<file path="src/rtl/btn_cond_pkg.sv">
// Shared types and defaults for the push-button conditioner.
// Consumed by btn_conditioner; the long-press feature is gated by BTN_COND_LONG_PRESS_EN.
package btn_cond_pkg;

  typedef enum logic [1:0] {
    IDLE         = 2'd0,
    PRESS_WAIT   = 2'd1,
    PRESSED      = 2'd2,
    RELEASE_WAIT = 2'd3
  } btn_state_e;

  localparam int BTN_TICK_CYCLES_DEFAULT    = 2000;
  localparam int BTN_DEBOUNCE_TICKS_DEFAULT = 10;
  localparam int BTN_LONG_TICKS_DEFAULT     = 500;

  // Counter width that never collapses to zero bits for degenerate parameters.
  function automatic int cnt_width(input int n);
    return (n > 1) ? $clog2(n) : 1;
  endfunction

endpackage

</file>
<file path="src/rtl/btn_sync.sv">
// Two-flop synchroniser with synchronous active-high reset.
// Generic width so the same block serves every asynchronous pad input.
module btn_sync #(
  parameter int WIDTH = 1
) (
  input  logic             clock,
  input  logic             reset,
  input  logic [WIDTH-1:0] d_i,
  output logic [WIDTH-1:0] q_o
);

  logic [WIDTH-1:0] meta_q;
  logic [WIDTH-1:0] sync_q;

  always_ff @(posedge clock) begin
    // NOTE: non-blocking assignments make both stages sample pre-edge values, giving a real 2-flop chain.
    if (reset) begin
      meta_q <= '0;
      sync_q <= '0;
    end else begin
      meta_q <= d_i;
      sync_q <= meta_q;
    end
  end

  assign q_o = sync_q;

endmodule

</file>
<file path="src/rtl/btn_conditioner.sv">
// Push-button front end: synchronise, debounce on a slow tick, emit level plus press/release/long-press pulses.
// Optional feature macro: BTN_COND_LONG_PRESS_EN (hold counter and long_press_o); undefined ties long_press_o to 0.
module btn_conditioner
  import btn_cond_pkg::*;
#(
  parameter int TICK_CYCLES    = BTN_TICK_CYCLES_DEFAULT,
  parameter int DEBOUNCE_TICKS = BTN_DEBOUNCE_TICKS_DEFAULT,
  parameter int LONG_TICKS     = BTN_LONG_TICKS_DEFAULT
) (
  input  logic clock,
  input  logic reset,
  input  logic btn_raw_i,
  output logic btn_o,
  output logic press_o,
  output logic release_o,
  output logic long_press_o
);

  localparam int TickW = cnt_width(TICK_CYCLES);
  localparam int DebW  = cnt_width(DEBOUNCE_TICKS + 1);

  logic s;

  btn_sync #(
    .WIDTH (1)
  ) u_sync (
    .clock (clock),
    .reset (reset),
    .d_i   (btn_raw_i),
    .q_o   (s)
  );

  // Free-running tick generator.
  logic [TickW-1:0] tick_cnt_q, tick_cnt_d;
  logic             tick;

  always_comb begin
    tick       = (tick_cnt_q == TickW'(TICK_CYCLES - 1));
    tick_cnt_d = tick ? '0 : tick_cnt_q + TickW'(1);
  end

  btn_state_e       state_q, state_d;
  logic [DebW-1:0]  deb_q, deb_d;
  logic [DebW-1:0]  deb_inc;
  logic             btn_q, btn_d;
  logic             press_q, press_d;
  logic             release_q, release_d;

  always_comb begin
    // NOTE: every output of this block gets a default first, so no path can infer a latch.
    state_d = state_q;
    deb_d   = deb_q;
    deb_inc = deb_q + DebW'(1);
    case (state_q)
      IDLE: begin
        if (s) begin
          state_d = PRESS_WAIT;
          deb_d   = '0;
        end
      end
      PRESS_WAIT: begin
        if (!s) begin
          state_d = IDLE;
        end else if (tick) begin
          deb_d = deb_inc;
          if (deb_inc == DebW'(DEBOUNCE_TICKS)) state_d = PRESSED;
        end
      end
      PRESSED: begin
        if (!s) begin
          state_d = RELEASE_WAIT;
          deb_d   = '0;
        end
      end
      RELEASE_WAIT: begin
        if (s) begin
          state_d = PRESSED;
        end else if (tick) begin
          deb_d = deb_inc;
          if (deb_inc == DebW'(DEBOUNCE_TICKS)) state_d = IDLE;
        end
      end
      default: state_d = IDLE;
    endcase

    btn_d     = (state_d == PRESSED) || (state_d == RELEASE_WAIT);
    press_d   = (state_q == PRESS_WAIT) && (state_d == PRESSED);
    release_d = (state_q == RELEASE_WAIT) && (state_d == IDLE);
  end

  always_ff @(posedge clock) begin
    if (reset) begin
      tick_cnt_q <= '0;
      state_q    <= IDLE;
      deb_q      <= '0;
      btn_q      <= 1'b0;
      press_q    <= 1'b0;
      release_q  <= 1'b0;
    end else begin
      tick_cnt_q <= tick_cnt_d;
      state_q    <= state_d;
      deb_q      <= deb_d;
      btn_q      <= btn_d;
      press_q    <= press_d;
      release_q  <= release_d;
    end
  end

  assign btn_o     = btn_q;
  assign press_o   = press_q;
  assign release_o = release_q;

`ifdef BTN_COND_LONG_PRESS_EN
  localparam int HoldW = cnt_width(LONG_TICKS + 1);

  logic [HoldW-1:0] hold_q, hold_d;
  logic             long_q, long_d;
  logic             held;

  // Counting is suppressed on the tick that lands in IDLE, so long_press never shares a cycle with release.
  always_comb begin
    held   = (state_q == PRESSED) || (state_q == RELEASE_WAIT);
    hold_d = hold_q;
    if (state_d == IDLE) begin
      hold_d = '0;
    end else if (tick && held && (hold_q != HoldW'(LONG_TICKS))) begin
      hold_d = hold_q + HoldW'(1);
    end
    long_d = (hold_d == HoldW'(LONG_TICKS)) && (hold_q != HoldW'(LONG_TICKS));
  end

  always_ff @(posedge clock) begin
    if (reset) begin
      hold_q <= '0;
      long_q <= 1'b0;
    end else begin
      hold_q <= hold_d;
      long_q <= long_d;
    end
  end

  assign long_press_o = long_q;
`else
  logic long_ticks_unused;
  assign long_ticks_unused = (LONG_TICKS != 0);
  assign long_press_o      = 1'b0;
`endif

endmodule
</file>
<file path="config.mk">
export PLATFORM = sky130hd
export DESIGN_NAME = btn_conditioner
export DESIGN_NICKNAME = d
export VERILOG_FILES = /design/src/rtl/btn_cond_pkg.sv /design/src/rtl/btn_sync.sv /design/src/rtl/btn_conditioner.sv
export SDC_FILE = /design/constraint.sdc
export NUM_CORES = 1
export LEC_CHECK = 0
export BUFFER_PORTS_ARGS = -buffer_cell sky130_fd_sc_hd__buf_4
export CAP_MARGIN = 20
export CORE_MARGIN = 3
export CORE_UTILIZATION = 50
export DETAILED_ROUTE_END_ITERATION = 10
export PLACE_DENSITY = 0.68
export SYNTH_ARGS = -nofsm -noshare
export SYNTH_HDL_FRONTEND = slang
export SYNTH_HIERARCHICAL = 1
export SYNTH_SLANG_ARGS = --single-unit
</file>
<file path="constraint.sdc">
create_clock -name clock -period 4.8 [get_ports clock]
set_input_delay 0 -clock clock [delete_from_list [all_inputs] [get_ports clock]]
set_output_delay 0 -clock clock [all_outputs]
set_load 0.02 [all_outputs]
</file>
==> impl_metrics.ini, run 1 <==
[logic_synthesis]
avgSynthCellArea_um2 = 9.17
synth_top_family_by_area = simple AND/OR/NAND/NOR gates
synthMuxAreaShare_pct = 0
ys_seq_elements = 21
synth_nets = 116
synth_fa_ha_area_share_pct = 3.72
synth_compound_area_share_pct = 7.94
synth_area_um2 = 1010
ys_async_sr_fraction_pct = 0
synth_ff_type = dfxtp_1
yosysSeqAreaShare_pct = 41.7
ys_types = 36
synthXorXnorAreaFrac_pct = 9.55
netlist_instances = 110
synth-simple-area-share_pct = 32.6
synth_edf_count = 0
yosysWarnings = 6

[drt]
drt_iter0_drc = 25
antenna_left = 0
drc_errors = 0
drt-pass1-iter-count = 4
viasPerCell = 5.39
wl_um = 1720
wl_per_cell_um = 12.0
vias = 771

[setup_path]
r2r_end = release_o$_SDFF_PP0_
rrSetupSlack_ns = 2.87
cp.arrival_ns = 2.15
end_kind = register
cpPeakStageDelay_ns = 0.59
cp_num_buf_inv = 0
reg2reg_from = tick_cnt_q[0]$_SDFF_PP0_
crit_fanout = 10
critPathTopFamily = simple AND/OR/NAND/NOR gates
critical_path.endpoint = release_o$_SDFF_PP0_
crit_path_start = tick_cnt_q[0]$_SDFF_PP0_
path_class = register to register
ff2ff_path_depth = 5
cp_cell_sequence = ha_1 -> and4_1 -> nand3_4 -> or4_4 -> nor4b_2
start_kind = register
critical_path_required_ns = 5.02
cp.depth = 5
cpMaxStageDelayCell = or4_4

[global_route]
gr-total-overflow = 0
grt_max_degree = 14
grt_pass1_wl_um = 3210
grt_pass1_vias = 748
track_usage_pct = 15.9
antenna_found_initial = 0

[timing]
period_share_pct = 40.2
slew_viol_final = 0
final.setup.tns_ns = 0
fin_crit_ns = 1.93
rsz0062_at_grt = no
max_freq_mhz = 519
worst_clock_skew_ns = 0.000659
hold_violations = 0
setup_violations = 0

[power_and_ir_drop]
p_per_area_nw_per_um2 = 252
clockPowerShare_pct = 30.6
peakVddDrop_uv = 176
internal_power_w = 0.000216
netSwitchingPower_w = 0.0000628
finalPower_w = 0.000279
p_comb_share_pct = 4.8
leakage_nw = 0.395
p_seq_share_pct = 64.7
power.share.switching_pct = 22.5

[placed_design]
place_hpwl_um = 1230
numPortBuffers = 5
gp_congestion = 0.776

[layout]
area_delta_synth_final_pct = 9.80
antenna_cells = 0
drive_gt1_share_pct = 11.9
final_nets = 125
final_cell_mix = dfxtp_1, nor2_1, nand2_1
layout_commonest_cell = dfxtp_1

[clock_tree]
cts_tree = yes
numCtsBuffers = 3
root_buffer = clkbuf_4
cts_buffer_depth = 2
clk_latency_ns = 0.30
h-tree-depth = 1
cts_resized = 0
cts.sinks = 21
post-cts-setup-buffer-count = 0
clk_pin_slew_ns = 0.12

[floorplanning]
die_w_um = 50.9
core_um2 = 1820
rows = 15
dieArea_um2 = 2590
ioPinCount = 7
start_util_pct = 55.4
fp.dieH_um = 50.9

[run_status]
status = finished clean

[min_path]
hp-class = register to register

[run]
maxCapViolations = 0
per-stage QoR:
step	hold slack [ns]	util, %	std cells	setup WS (ns)	instance area, µm²
5_1_grt	0.493	60.8	143	2.72	1110
3_3_place_gp	0.218	57.7	136	2.94	1050
6_report	0.464	60.8	143	2.87	1110
4_1_cts	0.468	60.8	143	2.86	1110
3_5_place_dp	0.242	57.7	136	2.89	1050
2_1_floorplan	0.0716	-	110	3.01	1010
worst min-delay path by stage:
stage               cells past startpoint                      from                        to
floorplan                               1                     reset  u_sync/meta_q$_SDFF_PP0_
global placement                        2                 btn_raw_i  u_sync/meta_q$_SDFF_PP0_
detailed placement                      2                 btn_raw_i  u_sync/meta_q$_SDFF_PP0_
CTS                                     1  u_sync/meta_q$_SDFF_PP0_     u_sync/q_o$_SDFF_PP0_
global route                            1  u_sync/meta_q$_SDFF_PP0_     u_sync/q_o$_SDFF_PP0_
finish                                  1  u_sync/meta_q$_SDFF_PP0_     u_sync/q_o$_SDFF_PP0_
repair_timing:
item / CTS / global route
hold buffers: 3 / 0
endpoints found under the hold margin: 8 / 0
setup endpoints to repair: 0 / 0
layer usage:
layer | vias to the layer above | GRT usage, % | wire length, µm
met1 | 358 | 21.6 | 860
li1 | 400 | - | -
met5 | - | 0 | 0
met3 | 2 | 3.50 | 61
met2 | 11 | 24.9 | 787
met4 | 0 | 5.38 | 11
power groups by stage:
stage / registers (W) / clock network, W / logic, W
final: 0.000180 / 0.0000852 / 0.0000133
after global routing: 0.000181 / 0.0000955 / 0.0000153
after CTS: 0.000180 / 0.0000890 / 0.0000135
after detailed placement: 0.000184 / 0 / 0.0000116
after global placement: 0.000184 / 0 / 0.0000111
after floorplan: 0.000184 / 0 / 0.00000914
synth_stat cells, types with 2 or more instances:
master	count	area, µm²
inv_1	4	15.0
a21oi_1	3	15.0
nand2_1	8	30.0
xnor2_1	6	52.6
o211ai_1	2	15.0
or4_1	2	15.0
nand4_1	3	18.8
ha_1	3	37.5
dfxtp_1	21	420
nand3_1	6	30.0
o21ai_0	2	10.0
clkbuf_1	2	7.51
nor2_1	17	63.8
nor4b_2	2	30.0
nor2b_1	4	25.0
xor2_1	5	43.8
cell families (layout without fill, tap and decap cells):
| logic type | Yosys count | in the layout |
|---|---|---|
| xor gates and xnor gates | 11 | 11 |
| AOI/OAI and AO/OA | 12 | 12 |
| other | 1 | 1 |
| and+or+nand+nor | 54 | 54 |
| buffers and inverters | 8 | 16 |
| DFF | 21 | 21 |
| adders and majority gates | 3 | 3 |
area by class of cell:
| class | instances | area [µm²] |
|---|---|---|
| flip-flops and latches | 21 | 420 |
| clock buffers | 4 | 26.3 |
| repair buffers | 8 | 67.6 |
| multi-input cells | 81 | 547 |
| well taps | 25 | 31.3 |
| inverters | 4 | 15.0 |
| fillers | 170 | 713 |
registers in the layout, indices dropped and copies added (netlist names):
name           cells
tick_cnt_q        11
u_sync/meta_q      1
press_o            1
state_q            2
release_o          1
u_sync/q_o         1
deb_q              4
(Power assumes the default switching activity.)
==> run 2: changes to the inputs <==
Settings changed: PLACE_DENSITY 0.68 to 0.71.
Clock period 4.8 ns to 1.75 ns, I/O delays scaled along.
==> run 2 against run 1 <==
Die area unchanged. Worst setup slack worse by 2.8 ns. Count of clock-buffer cells in the layout stayed put. Sequential cell count is the same. Sequential power grew to 2.8 times the previous value. Critical path type unchanged.
==> impl_metrics.ini, run 2 (synthesized netlist as in run 1, its figures left out) <==
[run_status]
status = finished clean

[layout]
antenna_cells = 0
drive_gt1_share_pct = 23.8
seq_area_um2 = 427
area_delta_synth_final_pct = 21.7
largest-register = tick_cnt_q
fill_cells = 155
largest_register_ff_count = 11
multi_input_area_um2 = 571
final_cell_mix = dfxtp_1, nor2_1, buf_4
layout_commonest_cell = dfxtp_1
reg.largest.list = tick_cnt_q (11), deb_q (4), state_q (2)
final_nets = 137

[floorplanning]
core_um2 = 1820
ioPinCount = 7
rows = 15
dieArea_um2 = 2590
die_w_um = 50.9
fp.dieH_um = 50.9
start_util_pct = 55.4

[drt]
vias = 845
drc_errors = 0
drt_iter0_drc = 33
viasPerCell = 5.45
wl_per_cell_um = 12.2
drt-pass1-iter-count = 4
antenna_left = 0
wl_um = 1900

[setup_path]
cp.arrival_ns = 1.92
end_kind = register
path_class = register to register
start_kind = register
cpPeakStageDelay_ns = 0.53
critical_path_required_ns = 1.96
crit_fanout = 5
cpMaxStageDelayCell = or4_4
cp_cell_sequence = ha_4 -> and4_4 -> nand3_4 -> or4_4 -> nor4b_4

[global_route]
grt_pass1_vias = 809
grt_max_degree = 14
track_usage_pct = 16.6
gr-total-overflow = 0
grt_pass1_wl_um = 3330
antenna_found_initial = 0

[timing]
fin_crit_ns = 1.71
setup_violations = 0
max_freq_mhz = 585
worst_clock_skew_ns = 0.00245
hold_violations = 0
rsz0062_at_grt = yes
period_share_pct = 97.6
final.setup.tns_ns = 0
slew_viol_final = 0

[placed_design]
gp_congestion = 0.806
numPortBuffers = 5
place_hpwl_um = 1380

[clock_tree]
cts_buffer_depth = 2
root_buffer = clkbuf_4
numCtsBuffers = 3
cts_tree = yes
h-tree-depth = 1
cts.sinks = 21
clk_latency_ns = 0.28
clk_pin_slew_ns = 0.11

[power_and_ir_drop]
peakVddDrop_uv = 436
p_per_area_nw_per_um2 = 622
leakage_nw = 0.458
finalPower_w = 0.000763

[run]
maxCapViolations = 0

[min_path]
hp-class = register to register
## run 2: cell types whose count changed in the layout (fill, tap and decap cells not counted)
cell,previous run,this run
buf_4,5,17
nor4b_4,0,1
ha_4,0,1
dfxtp_1,21,18
and4_4,0,1
and4_1,1,0
ha_1,3,2
nor4b_2,2,1
dfxtp_4,0,1
dfxtp_2,0,2
## run 2: area by class of cell
| class | instances | area share (%) |
|---|---|---|
| well taps | 25 | 2.55 |
| flip-flops and latches | 21 | 34.8 |
| clock buffers | 4 | 2.14 |
| inverters | 4 | 1.22 |
| multi-input cells | 81 | 46.5 |
| repair buffers | 20 | 12.8 |
## run 2: per-stage QoR
step	hold WS, ns	setup slack (ns)	std cells	cell area [µm²]	utilization, %
2_1_floorplan	0.0716	0.0428	110	1010	-
3_3_place_gp	0.213	0.0893	146	1130	62.1
3_5_place_dp	0.219	0.0297	146	1130	62.1
4_1_cts	0.452	0.000579	153	1190	65.2
5_1_grt	0.464	-0.00406	155	1230	67.4
6_report	0.448	0.0418	155	1230	67.4
## run 2: critical path, delay by kind of cell (launching register included)
family                     cells  cell delay [ns]
adders and majority gates      1             0.13
DFF                            1             0.38
and+or+nand+nor                4             1.12
## run 2: worst paths after layout
| path | startpoint | end | slack (ns) | depth (start not counted) |
|---|---|---|---|---|
| min reg2reg | u_sync/meta_q$_SDFF_PP0_ | u_sync/q_o$_SDFF_PP0_ | 0.45 | 1 |
| max reg2reg | tick_cnt_q[1]$_SDFF_PP0_ | press_o$_SDFF_PP0_ | 0.04 | 5 |
| min | u_sync/meta_q$_SDFF_PP0_ | u_sync/q_o$_SDFF_PP0_ | 0.45 | 1 |
| max | tick_cnt_q[1]$_SDFF_PP0_ | press_o$_SDFF_PP0_ | 0.04 | 5 |
## run 2: where the power goes
group	switching, W	internal [W]
Combinational	0.0000246	0.0000256
Clock	0.000130	0.0000884
Sequential	0.00000788	0.000487
Total	0.000162	0.000601
## run 2: repair_timing
action | 4_1_cts | 5_1_grt
setup buffers | 0 | 2
hold buffers | 3 | 0
setup endpoints to repair | 0 | 6
gates resized for setup | 0 | 6
hold endpoints to repair | 8 | 0
## run 2: per-layer routing
metal	up-vias	share of wire [%]	global-route usage (%)
met5	-	0	0
met4	0	2.5	7.17
met3	6	4.7	4.08
met2	26	48	29.6
met1	389	44	18.4
li1	424	-	-
==> run 3: changes to the inputs <==
Settings changed: CORE_UTILIZATION 50 to 51, PLACE_DENSITY 0.71 to default, PLACE_DENSITY_LB_ADDON from default to 0.1, REMOVE_ABC_BUFFERS from default to 1.
==> run 3 against run 2 <==
Count of clock-buffer cells in the layout shrank 1. Routed wire length decreased by 1.7%. Cell area down 1.5%. Global-route usage rose by 1.4 points. Sequential power about the same. Register-to-register slack improved by 0.02 ns. Non-clock buffer count shrank 1. First-iteration DRC count shrank 52%. Critical endpoint is now deb_q[3]$_SDFFE_PP0P_. Largest cell class unchanged. Highest routed layer unchanged.
==> impl_metrics.ini, run 3 (synthesized netlist as in run 1, its figures left out) <==
[run_status]
status = finished clean

[drt]
wl_per_cell_um = 12.1
drc_errors = 0
antenna_left = 0
viasPerCell = 5.29
vias = 814
wl_um = 1870
drt-pass1-iter-count = 4
drt_iter0_drc = 16

[placed_design]
place_hpwl_um = 1360
numPortBuffers = 5
dp_slack_ns = 0.0323
gp_congestion = 0.824

[global_route]
grt_pass1_vias = 797
gr-total-overflow = 0
antenna_found_initial = 0
track_usage_pct = 18.0
grt_pass1_wl_um = 3510
grt_max_degree = 14

[setup_path]
r2r_end = deb_q[3]$_SDFFE_PP0P_
crit_fanout = 9
critical_path_required_ns = 2.01
cp.arrival_ns = 1.94
rrSetupSlack_ns = 0.06
reg2reg_from = tick_cnt_q[1]$_SDFF_PP0_
path_class = register to register
ff2ff_path_depth = 6
end_kind = register
start_kind = register

[clock_tree]
cts.sinks = 21
clk_pin_slew_ns = 0.13
h-tree-depth = 1
root_buffer = clkbuf_4
cts_tree = yes
cts_buffer_depth = 2
numCtsBuffers = 3
clk_latency_ns = 0.31

[timing]
rsz0062_at_grt = no
max_freq_mhz = 593
fin_crit_ns = 1.69
period_share_pct = 96.3
slew_viol_final = 0
hold_violations = 0
setup_ws_ns = 0.0642
setup_violations = 0
worst_clock_skew_ns = 0.00822

[power_and_ir_drop]
p_per_area_nw_per_um2 = 648
finalPower_w = 0.000783
leakage_nw = 0.456
peakVddDrop_uv = 576

[min_path]
hold_start = u_sync/meta_q$_SDFF_PP0_
min_to = u_sync/q_o$_SDFF_PP0_
hp-class = register to register
min_delay_path_depth = 1

[layout]
final_cell_mix = dfxtp_1, nor2_1, buf_4
antenna_cells = 0
largest-register = tick_cnt_q
largest_register_ff_count = 11
area_delta_synth_final_pct = 19.9
final_nets = 136
layout_commonest_cell = dfxtp_1
fill_cells = 161
reg.largest.list = tick_cnt_q (11), deb_q (4), state_q (2)
drive_gt1_share_pct = 24.0

[floorplanning]
fp.dieH_um = 50.5
start_util_pct = 56.0
dieArea_um2 = 2550
ioPinCount = 7
rows = 15
core_um2 = 1800
die_w_um = 50.5

[run]
maxCapViolations = 0
==> run 3: through the flow <==
step           cells  TNS [ns]  hold WS, ns  instance area, µm²  util [%]
2_1_floorplan    106   -0.0908       0.0691                 982         -
3_3_place_gp     147         0        0.226                1130      62.9
3_5_place_dp     147         0        0.224                1130      62.9
4_1_cts          154         0        0.459                1190      66.3
5_1_grt          154         0        0.470                1210      67.1
6_report         154         0        0.456                1210      67.1
==> run 3: how the worst max path moves through the flow <==
stage | startpoint | slack, ns | endpoint
global route | tick_cnt_q[1]$_SDFF_PP0_ | 0.004 | press_o$_SDFF_PP0_
floorplan | tick_cnt_q[0]$_SDFF_PP0_ | -0.04 | state_q[0]$_SDFF_PP0_
global placement | tick_cnt_q[1]$_SDFF_PP0_ | 0.07 | state_q[0]$_SDFF_PP0_
CTS | tick_cnt_q[0]$_SDFF_PP0_ | 0.01 | release_o$_SDFF_PP0_
finish | tick_cnt_q[1]$_SDFF_PP0_ | 0.06 | deb_q[3]$_SDFFE_PP0P_
detailed placement | tick_cnt_q[1]$_SDFF_PP0_ | 0.03 | release_o$_SDFF_PP0_
==> run 3: metal layers <==
metal / track usage, % / vias to the layer above / part of all wire [%]
li1: - / 419 / -
met1: 23.8 / 384 / 50
met2: 28.3 / 7 / 46
met3: 3.56 / 4 / 2.3
met4: 8.07 / 0 / 1.3
met5: 0 / - / 0
==> run 3: report_power, final <==
group          switching [W]  internal (W)  total [W]
combinational      0.0000244     0.0000238  0.0000482
sequential        0.00000593      0.000487   0.000493
clock               0.000156     0.0000855   0.000241
==> run 3: cell type report <==
| class | instances | area, µm² | share of cell area [%] |
|---|---|---|---|
| Multi-Input combinational cell | 81 | 561 | 46.4 |
| Sequential cell | 21 | 424 | 35.1 |
| Timing Repair Buffer | 19 | 150 | 12.4 |
| Tap cell | 25 | 31.3 | 2.59 |
| Clock buffer | 3 | 22.5 | 1.86 |
| Inverter | 4 | 15.0 | 1.24 |
| Clock inverter | 1 | 5.00 | 0.414 |
==> run 3: worst max-delay path, cell delays in order (launching register included) <==
cell	delay [ns]
dfxtp_2	0.36
ha_2	0.17
and4_4	0.25
nand3_4	0.07
buf_4	0.17
or4_1	0.50
nand3_1	0.10
==> run 3: timing repair <==
item | 4_1_cts | 5_1_grt
setup buffers | 0 | 0
hold endpoints to repair | 8 | 0
setup endpoints to repair | 2 | 5
resized for setup | 2 | 4
hold buffers | 3 | 0
pin swaps | 0 | 1
